File: src/rtl/inst_queue_pkg.sv
// Shared widths, entry layout and state encodings for the fetch-to-decode instruction queue.
package inst_queue_pkg;

  localparam int unsigned INST_W = 32;
  localparam int unsigned ADDR_W = 32;

  typedef logic [INST_W-1:0] inst_bus_t;
  typedef logic [ADDR_W-1:0] addr_bus_t;

  // One queued fetch result.
  typedef struct packed {
    inst_bus_t inst;
    addr_bus_t pc;
  } iq_entry_t;

  typedef enum logic {
    IqNormal = 1'b0,
    IqWaitDs = 1'b1
  } iq_state_e;

endpackage

File: src/rtl/inst_queue_storage.sv
// Entry array for the instruction queue: one synchronous write port, one asynchronous read port.
// Not reset; the queue gates its outputs while empty so stale contents are never visible.
module inst_queue_storage
  import inst_queue_pkg::*;
#(
  parameter int unsigned DEPTH = 8,
  parameter int unsigned PTR_W = 3
) (
  input  logic             clk,
  input  logic             we,
  input  logic [PTR_W-1:0] waddr,
  input  iq_entry_t        wdata,
  input  logic [PTR_W-1:0] raddr,
  output iq_entry_t        rdata
);

  iq_entry_t mem [DEPTH];

  // Write the accepted entry at the tail slot.
  always_ff @(posedge clk) begin
    if (we) begin
      mem[waddr] <= wdata;
    end
  end

  assign rdata = mem[raddr];

endmodule

File: src/rtl/inst_queue.sv
// Instruction buffer between fetch and decode_pt1: circular FIFO with flush that can keep
// exactly one branch delay-slot instruction, including one that has not arrived yet.
module inst_queue
  import inst_queue_pkg::*;
#(
  parameter int unsigned DEPTH = 8,
  parameter int unsigned PTR_W = 3
) (
  input  logic              clk,
  input  logic              resetn,
  input  logic              push_valid,
  output logic              push_ready,
  input  logic [INST_W-1:0] push_inst,
  input  logic [ADDR_W-1:0] push_pc,
  output logic              pop_valid,
  input  logic              pop_ready,
  output logic [INST_W-1:0] pop_inst,
  output logic [ADDR_W-1:0] pop_pc,
  input  logic              flush,
  input  logic              flush_keep_ds,
  output logic [PTR_W:0]    count,
  output logic              wait_ds
);

  localparam logic [PTR_W:0]   CntFull = (PTR_W + 1)'(DEPTH);
  localparam logic [PTR_W:0]   CntOne  = (PTR_W + 1)'(1);
  localparam logic [PTR_W-1:0] PtrOne  = PTR_W'(1);

  logic [PTR_W-1:0] rd_ptr_q, rd_ptr_d;
  logic [PTR_W-1:0] wr_ptr_q, wr_ptr_d;
  logic [PTR_W:0]   count_q, count_d;
  iq_state_e        state_q, state_d;

  logic      full, empty;
  logic      push_fire, pop_fire;
  logic      keep_exists;
  logic [PTR_W-1:0] keep_ptr;
  iq_entry_t wr_entry, rd_entry;

  assign full  = (count_q == CntFull);
  assign empty = (count_q == '0);

  // Ready comes from registered occupancy only; no path from pop_ready.
  assign push_ready = !full;
  assign pop_valid  = !empty;
  assign push_fire  = push_valid && push_ready;
  assign pop_fire   = pop_valid && pop_ready;

  // Kept entry on a keep-flush: oldest entry not consumed this cycle.
  assign keep_exists = pop_fire ? (count_q > CntOne) : !empty;
  assign keep_ptr    = pop_fire ? rd_ptr_q + PtrOne : rd_ptr_q;

  assign wr_entry = '{inst: push_inst, pc: push_pc};

  inst_queue_storage #(
    .DEPTH (DEPTH),
    .PTR_W (PTR_W)
  ) u_storage (
    .clk   (clk),
    .we    (push_fire),
    .waddr (wr_ptr_q),
    .wdata (wr_entry),
    .raddr (rd_ptr_q),
    .rdata (rd_entry)
  );

  // Empty queue presents zeros, which decode as a harmless nop.
  assign pop_inst = empty ? '0 : rd_entry.inst;
  assign pop_pc   = empty ? '0 : rd_entry.pc;
  assign count    = count_q;
  assign wait_ds  = (state_q == IqWaitDs);

  // Next-state for pointers, occupancy and delay-slot wait; flush overrides FIFO bookkeeping.
  always_comb begin
    rd_ptr_d = rd_ptr_q;
    wr_ptr_d = wr_ptr_q;
    count_d  = count_q;
    state_d  = state_q;

    if (pop_fire) begin
      rd_ptr_d = rd_ptr_q + PtrOne;
    end
    if (push_fire) begin
      wr_ptr_d = wr_ptr_q + PtrOne;
    end
    unique case ({push_fire, pop_fire})
      2'b10:   count_d = count_q + CntOne;
      2'b01:   count_d = count_q - CntOne;
      default: count_d = count_q;
    endcase

    unique case (state_q)
      IqNormal: begin
        if (flush && !flush_keep_ds) begin
          rd_ptr_d = wr_ptr_q;
          wr_ptr_d = wr_ptr_q;
          count_d  = '0;
        end else if (flush) begin
          if (keep_exists) begin
            rd_ptr_d = keep_ptr;
            wr_ptr_d = keep_ptr + PtrOne;
            count_d  = CntOne;
          end else if (push_fire) begin
            // Pushed entry was just written at wr_ptr_q; keep it alone.
            rd_ptr_d = wr_ptr_q;
            wr_ptr_d = wr_ptr_q + PtrOne;
            count_d  = CntOne;
          end else begin
            rd_ptr_d = wr_ptr_q;
            wr_ptr_d = wr_ptr_q;
            count_d  = '0;
            state_d  = IqWaitDs;
          end
        end
      end
      IqWaitDs: begin
        if (flush) begin
          // Queue already empty; a keep-flush keeps waiting for the delay slot.
          rd_ptr_d = wr_ptr_q;
          wr_ptr_d = wr_ptr_q;
          count_d  = '0;
          state_d  = flush_keep_ds ? IqWaitDs : IqNormal;
        end else if (push_fire) begin
          state_d = IqNormal;
        end
      end
      default: state_d = IqNormal;
    endcase
  end

  // State registers with asynchronous clear.
  always_ff @(posedge clk or negedge resetn) begin
    if (!resetn) begin
      rd_ptr_q <= '0;
      wr_ptr_q <= '0;
      count_q  <= '0;
      state_q  <= IqNormal;
    end else begin
      rd_ptr_q <= rd_ptr_d;
      wr_ptr_q <= wr_ptr_d;
      count_q  <= count_d;
      state_q  <= state_d;
    end
  end

endmodule

File: config.mk
export PLATFORM = sky130hd
export DESIGN_NAME = inst_queue
export DESIGN_NICKNAME = d
export VERILOG_FILES = /design/src/rtl/inst_queue_pkg.sv /design/src/rtl/inst_queue_storage.sv /design/src/rtl/inst_queue.sv
export SDC_FILE = /design/constraint.sdc
export NUM_CORES = 1
export LEC_CHECK = 0
export BUFFER_PORTS_ARGS = -buffer_cell sky130_fd_sc_hd__buf_2
export CAP_MARGIN = 20
export CORE_MARGIN = 3
export CORE_UTILIZATION = 55
export DETAILED_ROUTE_END_ITERATION = 10
export MAX_ROUTING_LAYER = met4
export PLACE_DENSITY = 0.7
export SLEW_MARGIN = 20
export SYNTH_ARGS = -nofsm -noshare
export SYNTH_HDL_FRONTEND = slang
export SYNTH_HIERARCHICAL = 1
export SYNTH_SLANG_ARGS = --single-unit
export TNS_END_PERCENT = 5
File: constraint.sdc
create_clock -name clk -period 7.2 [get_ports clk]
set_clock_uncertainty 0.15 [all_clocks]
set_input_delay 0 -clock clk [delete_from_list [all_inputs] [get_ports clk]]
set_output_delay 0 -clock clk [all_outputs]
set_load 0.03 [all_outputs]
==> results of run 1 <==
==> critical path, stage by stage, from the launching register on <==
cell and delay, ns:
dfrtp_1 0.50, inv_1 0.08, ha_1 0.27, and3b_1 0.24, inv_2 0.08, nand2_1 0.09
inv_1 0.14, nand2_1 0.24, nor2_4 0.92, buf_4 0.71
==> registers in the layout, summed over array words and instances (netlist names) <==
signal	flops
u_storage/mem	512
count	4
rd_ptr_q	3
wr_ptr_q	3
wait_ds	1
==> how the worst max path moves through the flow <==
| stage | startpoint | end | cells after the start |
|---|---|---|---|
| after global routing | count[0] | u_storage/mem[7][58] | 9 |
| after floorplan | count[0] | u_storage/mem[0][0] | 8 |
| after CTS | rd_ptr_q[0] | pop_pc[2] | 5 |
| after global placement | count[0] | u_storage/mem[7][55] | 9 |
| final | count[0] | u_storage/mem[7][58] | 9 |
| after detailed placement | count[0] | u_storage/mem[7][55] | 9 |
==> cells by family (layout without fill, tap and decap cells) <==
| logic type | after synthesis | in the layout | synth area share [%] |
|---|---|---|---|
| flip-flops | 523 | 523 | 75.9 |
| multiplexers | 198 | 198 | 17.8 |
| AND/OR/NAND/NOR | 108 | 108 | 3.17 |
| buffers and inverters | 58 | 339 | 1.57 |
| AO/OA/AOI/OAI | 24 | 24 | 0.940 |
| adder cells (fa/ha/maj) | 8 | 8 | 0.485 |
| XOR/XNOR | 3 | 3 | 0.127 |
| other | 0 | 3 | 0 |
==> through the flow <==
stage                     total power [mW]  instance area (sq um)  setup WS, ns  utilization (%)  hold WS [ns]
after floorplan                       6.56                  20600         0.500                -        -0.446
after global placement                7.38                  21800          3.47             59.4        -0.252
after detailed placement              7.42                  21800          3.32             59.4        -0.250
after CTS                             10.0                  24200          3.13             65.7        0.0687
after global routing                  10.4                  24200          3.12             65.8        0.0870
final                                 9.91                  24200          3.32             65.8         0.103
==> layout make-up <==
cell class / count / area, sq um
Timing Repair Buffer: 232 / 1590
Antenna cell: 3 / 7.51
Multi-Input combinational cell: 341 / 4700
Clock inverter: 25 / 218
Tap cell: 468 / 586
Fill cell: 2449 / 12600
Sequential cell: 523 / 15700
Inverter: 12 / 45.0
Clock buffer: 70 / 1400
==> power breakdown <==
part,internal [mW],switching [mW]
registers,3.79,0.210
clock network,1.50,1.05
logic,1.46,1.90
total,6.75,3.16
==> repair_timing <==
| item | CTS | global route |
|---|---|---|
| hold buffers | 73 | 0 |
| endpoints found under the hold margin | 534 | 0 |
| setup buffers | 0 | 0 |
==> placed cells by master (no fill, tap or decap), drive strengths merged, types with 3 or more instances in the layout <==
cell | synthesis | layout
bufinv | 0 | 4
nand3 | 3 | 3
and2 | 66 | 66
buf | 29 | 159
clkbuf | 17 | 70
dfrtp | 11 | 11
mux2 | 68 | 68
nand2b | 7 | 7
mux4 | 128 | 128
o22ai | 3 | 3
o21ai | 3 | 3
inv | 12 | 12
diode | 0 | 3
edfxtp | 512 | 512
ha | 8 | 8
clkinv | 0 | 20
a21oi | 4 | 4
dlygate4sd3 | 0 | 73
nor3 | 6 | 6
nor2 | 10 | 10
nand2 | 4 | 4
==> routing by layer <==
metal  share of wire (%)  up-vias  wire, um  GRT usage (%)
met4                 1.5        0       608           4.55
li1                    -     4306         -              -
met1                  43     5153     17300           28.9
met3                 4.1       52      1690           3.49
met5                   0        -         0              -
met2                  52      244     21000           36.2
==> summary.txt, run 1 <==
Yosys
  – Mapped cell area: 0.0206 sq mm
  – Gate Count Post-Synth: 922
  – Synth top area share: 74.6%
  – Ys async rst share: 2.10%
  – Post-synthesis cell type count: 48
  – Top cell type by total area after synthesis: edfxtp_1
  – Mapped Nets: 1000
  – Synth cell count leaders: edfxtp_1, mux4_2, mux2_2
  – Ys Warns: 6
  – Top_reg_cell synth: edfxtp_1
  – Largest cells by area after synthesis: edfxtp_1, mux4_2, mux2_2, and2_1, dfrtp_1
  – Number of synthesized register bits: 523
  – Seq/Total Area, Yosys: 75.9%
  – Number of flops mapped to enable cells by yosys: 512
  – Most common cell in the synthesized netlist: edfxtp_1
  – Mean Syn Cell Area: 22.4 sq um

Detailed routing
  – Iteration-0 DRC Markers: 566
  – Wirelength per Cell: 24.3 um
  – Final wirelength: 40700 um
  – DR vias: 9755
  – Residual DRC: 0
  – Drt first pass iters: 6
  – Via density per instance: 5.83
  – Routed Antenna Nets: 0

Worst setup path
  – R2R cell count: 9
  – R2r startpoint: count[0]
  – Crit path max fanout: 37
  – Crit. End Element: flip-flop
  – Crit path kind: reg2reg
  – R2R setup slack: 3.32 ns
  – CP startpoint kind: flip-flop
  – WP data required: 7.23 ns
  – CP Data Arrival Time: 3.91 ns
  – R2R Path End: u_storage/mem[7][58]

Floorplanning
  – DIE AREA: 0.0399 sq mm
  – Initial Utilization: 56.1%
  – I/O pin count: 141
  – Core Rows: 70
  – Die Y: 200 um
  – Core Footprint: 0.0368 sq mm
  – Die Wd: 200 um

Clocking
  – Clock buffer count from CTS: 52
  – CTS tree: built
  – Clk root buf: clkbuf_16
  – Buffer depth of the longest clock path: 3
  – Clk Latency, worst-skew pair: 0.55 ns
  – Cts repair resizes: 0
  – Reg clk slew, reported paths: 0.06 ns
  – Clk sink count: 523
  – Htree depth: 2

Timing
  – RSZ-0062 raised after global routing: no
  – Slew HR: 25.8%
  – Final Hold Vio Count: 0
  – Crit share post-route: 53.9%
  – Peak Freq: 0.258 GHz
  – Endpoints failing setup: 0
  – Setup TNS: 0 ns
  – Fin crit period: 3.88 ns
  – Least-Margin Pin Slew: 1.11 ns
  – Final Max Slew Viols: 0

Hold path
  – Min-Delay Path Class: in2reg
  – Worst Hold Path EP: u_storage/mem[6][42]
  – Hold path start: push_inst[10]
  – Worst hold stages: 2

Final layout
  – Final cell count without fillers: 1674
  – Synth-to-Final Area Change: 17.4%
  – Nets: 1240
  – Share of cells above drive strength 1: 36.8%

Flow run
  – Max-cap violations: 0

GRT
  – Total grt overflow: 0
  – Pin count of the biggest net entering global routing: 67
  – Number of antenna violations at the first check in global routing: 3
  – Vias in the first global route: 10.5k
  – GRT Overall Usage: 21.7%
  – Global-route wire length before repair: 62400 um

Power
  – Maximum VDD drop: 0.000302 V
  – PD cells: 409 mW/mm^2
  – Leakage dissipation: 8.17 nW

Placed design
  – Final GP Congestion: 0.810
  – I/O Buffers: 140
  – Cells after DPL: 1502
  – DP Wirelength: 21400 um

Run status
  – Outcome: completed
No activity file was read; power rests on OpenSTA's default activity.
==> run 2, diff against run 1 <==
--- a/config.mk
+++ b/config.mk
@@ -8,10 +8,10 @@
 export BUFFER_PORTS_ARGS = -buffer_cell sky130_fd_sc_hd__buf_2
 export CAP_MARGIN = 20
 export CORE_MARGIN = 3
-export CORE_UTILIZATION = 55
+export CORE_UTILIZATION = 54
 export DETAILED_ROUTE_END_ITERATION = 10
 export MAX_ROUTING_LAYER = met4
-export PLACE_DENSITY = 0.7
+export PLACE_DENSITY = 0.71
 export SLEW_MARGIN = 20
 export SYNTH_ARGS = -nofsm -noshare
 export SYNTH_HDL_FRONTEND = slang
==> constraint.sdc (replaced) <==
create_clock -name clk -period 3.1 [get_ports clk]
set_clock_uncertainty 0.15 [all_clocks]
set_input_delay 0 -clock clk [delete_from_list [all_inputs] [get_ports clk]]
set_output_delay 0 -clock clk [all_outputs]
set_load 0.03 [all_outputs]
==> run 2 against run 1 <==
Cell count up 2.1%. Flip-flop and latch count is the same. Utilization increased by 0.24 points. Critical endpoint is now pop_pc[22]. Largest power group unchanged.
==> summary.txt, run 2 (synthesis gave the netlist of run 1 again) <==
GRT
  – Total grt overflow: 0 (unchanged)
  – Vias in the first global route: 10.4k (-0.37%)
  – Number of antenna violations at the first check in global routing: 1 (-2)
  – Pin count of the biggest net entering global routing: 66 (-1.5%)
  – Global-route wire length before repair: 62100 um (-0.54%)
  – GRT Overall Usage: 20.6% (-1.1 points)

Detailed routing
  – Final wirelength: 40000 um (-1.7%)
  – Wirelength per Cell: 23.4 um (-3.7%)
  – Max Used Layer: met4
  – Drt first pass iters: 5 (-1)
  – DR vias: 9776 (+0.22%)
  – Routed Antenna Nets: 0 (unchanged)
  – Via density per instance: 5.72 (-1.8%)
  – Metal2 WL: 20300 um (-3.4%)
  – WL met1: 17000 um (-2.0%)
  – DR WL met3: 2070 um (+23%)
  – Iteration-0 DRC Markers: 690 (+22%)
  – Residual DRC: 0 (unchanged)

Timing
  – Final Max Slew Viols: 0 (unchanged)
  – Endpoints failing setup: 0 (unchanged)
  – Hold slack: 0.0877 ns (-0.0157 ns)
  – Crit share post-route: 93.2%
  – Least-Margin Pin Slew: 0.787 ns (-0.324 ns)
  – Final Hold Vio Count: 0 (unchanged)
  – Peak Freq: 0.346 GHz
  – Slew HR: 47.6% (+22 points)
  – Setup ws final: 0.212 ns (-3.11 ns)
  – Fin crit period: 2.89 ns
  – RSZ-0062 raised after global routing: no

Worst setup path
  – R2r startpoint: count[1]
  – CP Data Arrival Time: 2.74 ns (-1.17 ns)
  – R2R setup slack: 0.31 ns (-3.01 ns)
  – Crit path kind: reg2out
  – Cell at the slowest stage of the critical path: mux4_2
  – Crit. End Element: output pin
  – Critical Path Sink: pop_pc[22]
  – R2R cell count: 11 (+2)
  – Crit-path cells: buf_12 -> mux4_2 -> mux2_2 -> and2_1 -> buf_2
  – R2R Path End: count[0]
  – Crit path max fanout: 60 (+62%)
  – CP startpoint kind: flip-flop
  – Max incr delay on CP: 0.57 ns (-0.35 ns)
  – Worst Setup SP: rd_ptr_q[0]
  – WP data required: 2.95 ns (-4.28 ns)

Power
  – PD cells: 944 mW/mm^2 (+130%)
  – Leakage dissipation: 8.26 nW (+1.1%)
  – Maximum VDD drop: 0.000946 V (+210%)

Clocking
  – CTS tree: built
  – Clk root buf: clkbuf_16
  – Reg clk slew, reported paths: 0.06 ns (about the same)
  – Clock buffer count from CTS: 52 (unchanged)
  – Clk sink count: 523 (unchanged)
  – Clk Latency, worst-skew pair: 0.57 ns (+0.02 ns)
  – Buffer depth of the longest clock path: 3 (unchanged)
  – Htree depth: 2 (unchanged)

Placed design
  – Dpl ws: 0.343 ns (-2.98 ns)
  – I/O Buffers: 140 (unchanged)
  – Cells after DPL: 1545 (+2.9%)
  – DP Area: 0.0222 sq mm (+1.6%)
  – DP Wirelength: 20600 um (-3.6%)
  – Final GP Congestion: 0.755 (-6.8%)

Final layout
  – Share of cells above drive strength 1: 38.0% (+1.1 points)
  – Synth-to-Final Area Change: 19.0%
  – Finished layout cell area: 0.0245 sq mm (+1.3%)
  – Max reg flops: 512 (unchanged)
  – Nets: 1246 (+0.48%)
  – Commonest non-fill, non-tap cell in the layout: edfxtp_1
  – Most frequent cells in the layout: edfxtp_1, buf_2, mux4_2
  – Final cell count without fillers: 1709 (+2.1%)
  – Largest register by flop count: u_storage/mem

Floorplanning
  – Core Rows: 70 (unchanged)
  – Core Footprint: 0.0371 sq mm (+0.95%)
  – I/O pin count: 141 (unchanged)
  – Initial Utilization: 55.5% (-0.53 points)
  – DIE AREA: 0.0406 sq mm (+1.8%)
  – Die Y: 201 um (+0.89%)
  – Die Wd: 201 um (+0.89%)

Hold path
  – Min-Delay Path Class: in2reg
  – Worst hold stages: 2 (unchanged)

Flow run
  – Max-cap violations: 0 (unchanged)

Run status
  – Outcome: completed
-- run 2: cell count changes in the layout (fill, tap and decap cells not counted), moves of 3 or more --
cell      before  now
buf_12         0   16
buf_4         18    8
clkinv_1      11    7
dfrtp_1        8    5
dfrtp_2        0    3
inv_1          9    6
-- run 2: worst max-delay path, delay by kind of cell, from the launching register on --
family / cells / cell delay, ns
buffers and inverters: 2 / 0.62
flip-flops: 1 / 0.49
multiplexers: 2 / 0.85
AND/OR/NAND/NOR: 1 / 0.17
-- run 2: how the worst min path moves through the flow --
stage	startpoint	to	slack, ns
after floorplan	resetn	count[0]	-0.45
after global placement	resetn	wait_ds	-0.25
after detailed placement	resetn	wait_ds	-0.25
after CTS	push_pc[10]	u_storage/mem[7][10]	0.05
after global routing	push_pc[10]	u_storage/mem[7][10]	0.09
final	push_pc[10]	u_storage/mem[5][10]	0.09
-- run 2: power breakdown --
part | leakage, nW | total, mW | internal [mW] | switching (mW)
clock network | 0.785 | 5.91 | 3.51 | 2.41
registers | 4.78 | 9.14 | 8.79 | 0.346
logic | 2.70 | 8.11 | 3.56 | 4.55
-- run 2: repair_timing --
item,in CTS,in global routing
endpoints found under the setup margin,0,17
hold endpoints to repair,534,0
gates resized for setup,0,1
hold buffers,73,0
setup buffers,0,0
-- run 2: layout make-up --
class	instances	area (sq um)
inverter	12	50.0
multi-input combinational	341	4750
clock buffer	72	1420
antenna	1	2.50
timing repair buffer	238	1820
clock inverter	18	193
fill	2504	12600
sequential	523	15700
tap	504	631
-- run 2: through the flow --
step                      setup TNS (ns)  power [mW]  utilization (%)
final                                  0        23.2             66.1
after CTS                              0        23.5             66.1
after global routing                   0        24.3             66.1
after global placement                 0        17.4             59.7
after detailed placement               0        17.4             59.7
after floorplan                   -51.13        15.2                -
-- run 2: routing by layer --
metal  GRT usage, %  vias to the layer above
li1               -                     4310
met1           28.2                     5171
met2           33.4                      249
met3           3.43                       46
met4           4.34                        0
met5              -                        -
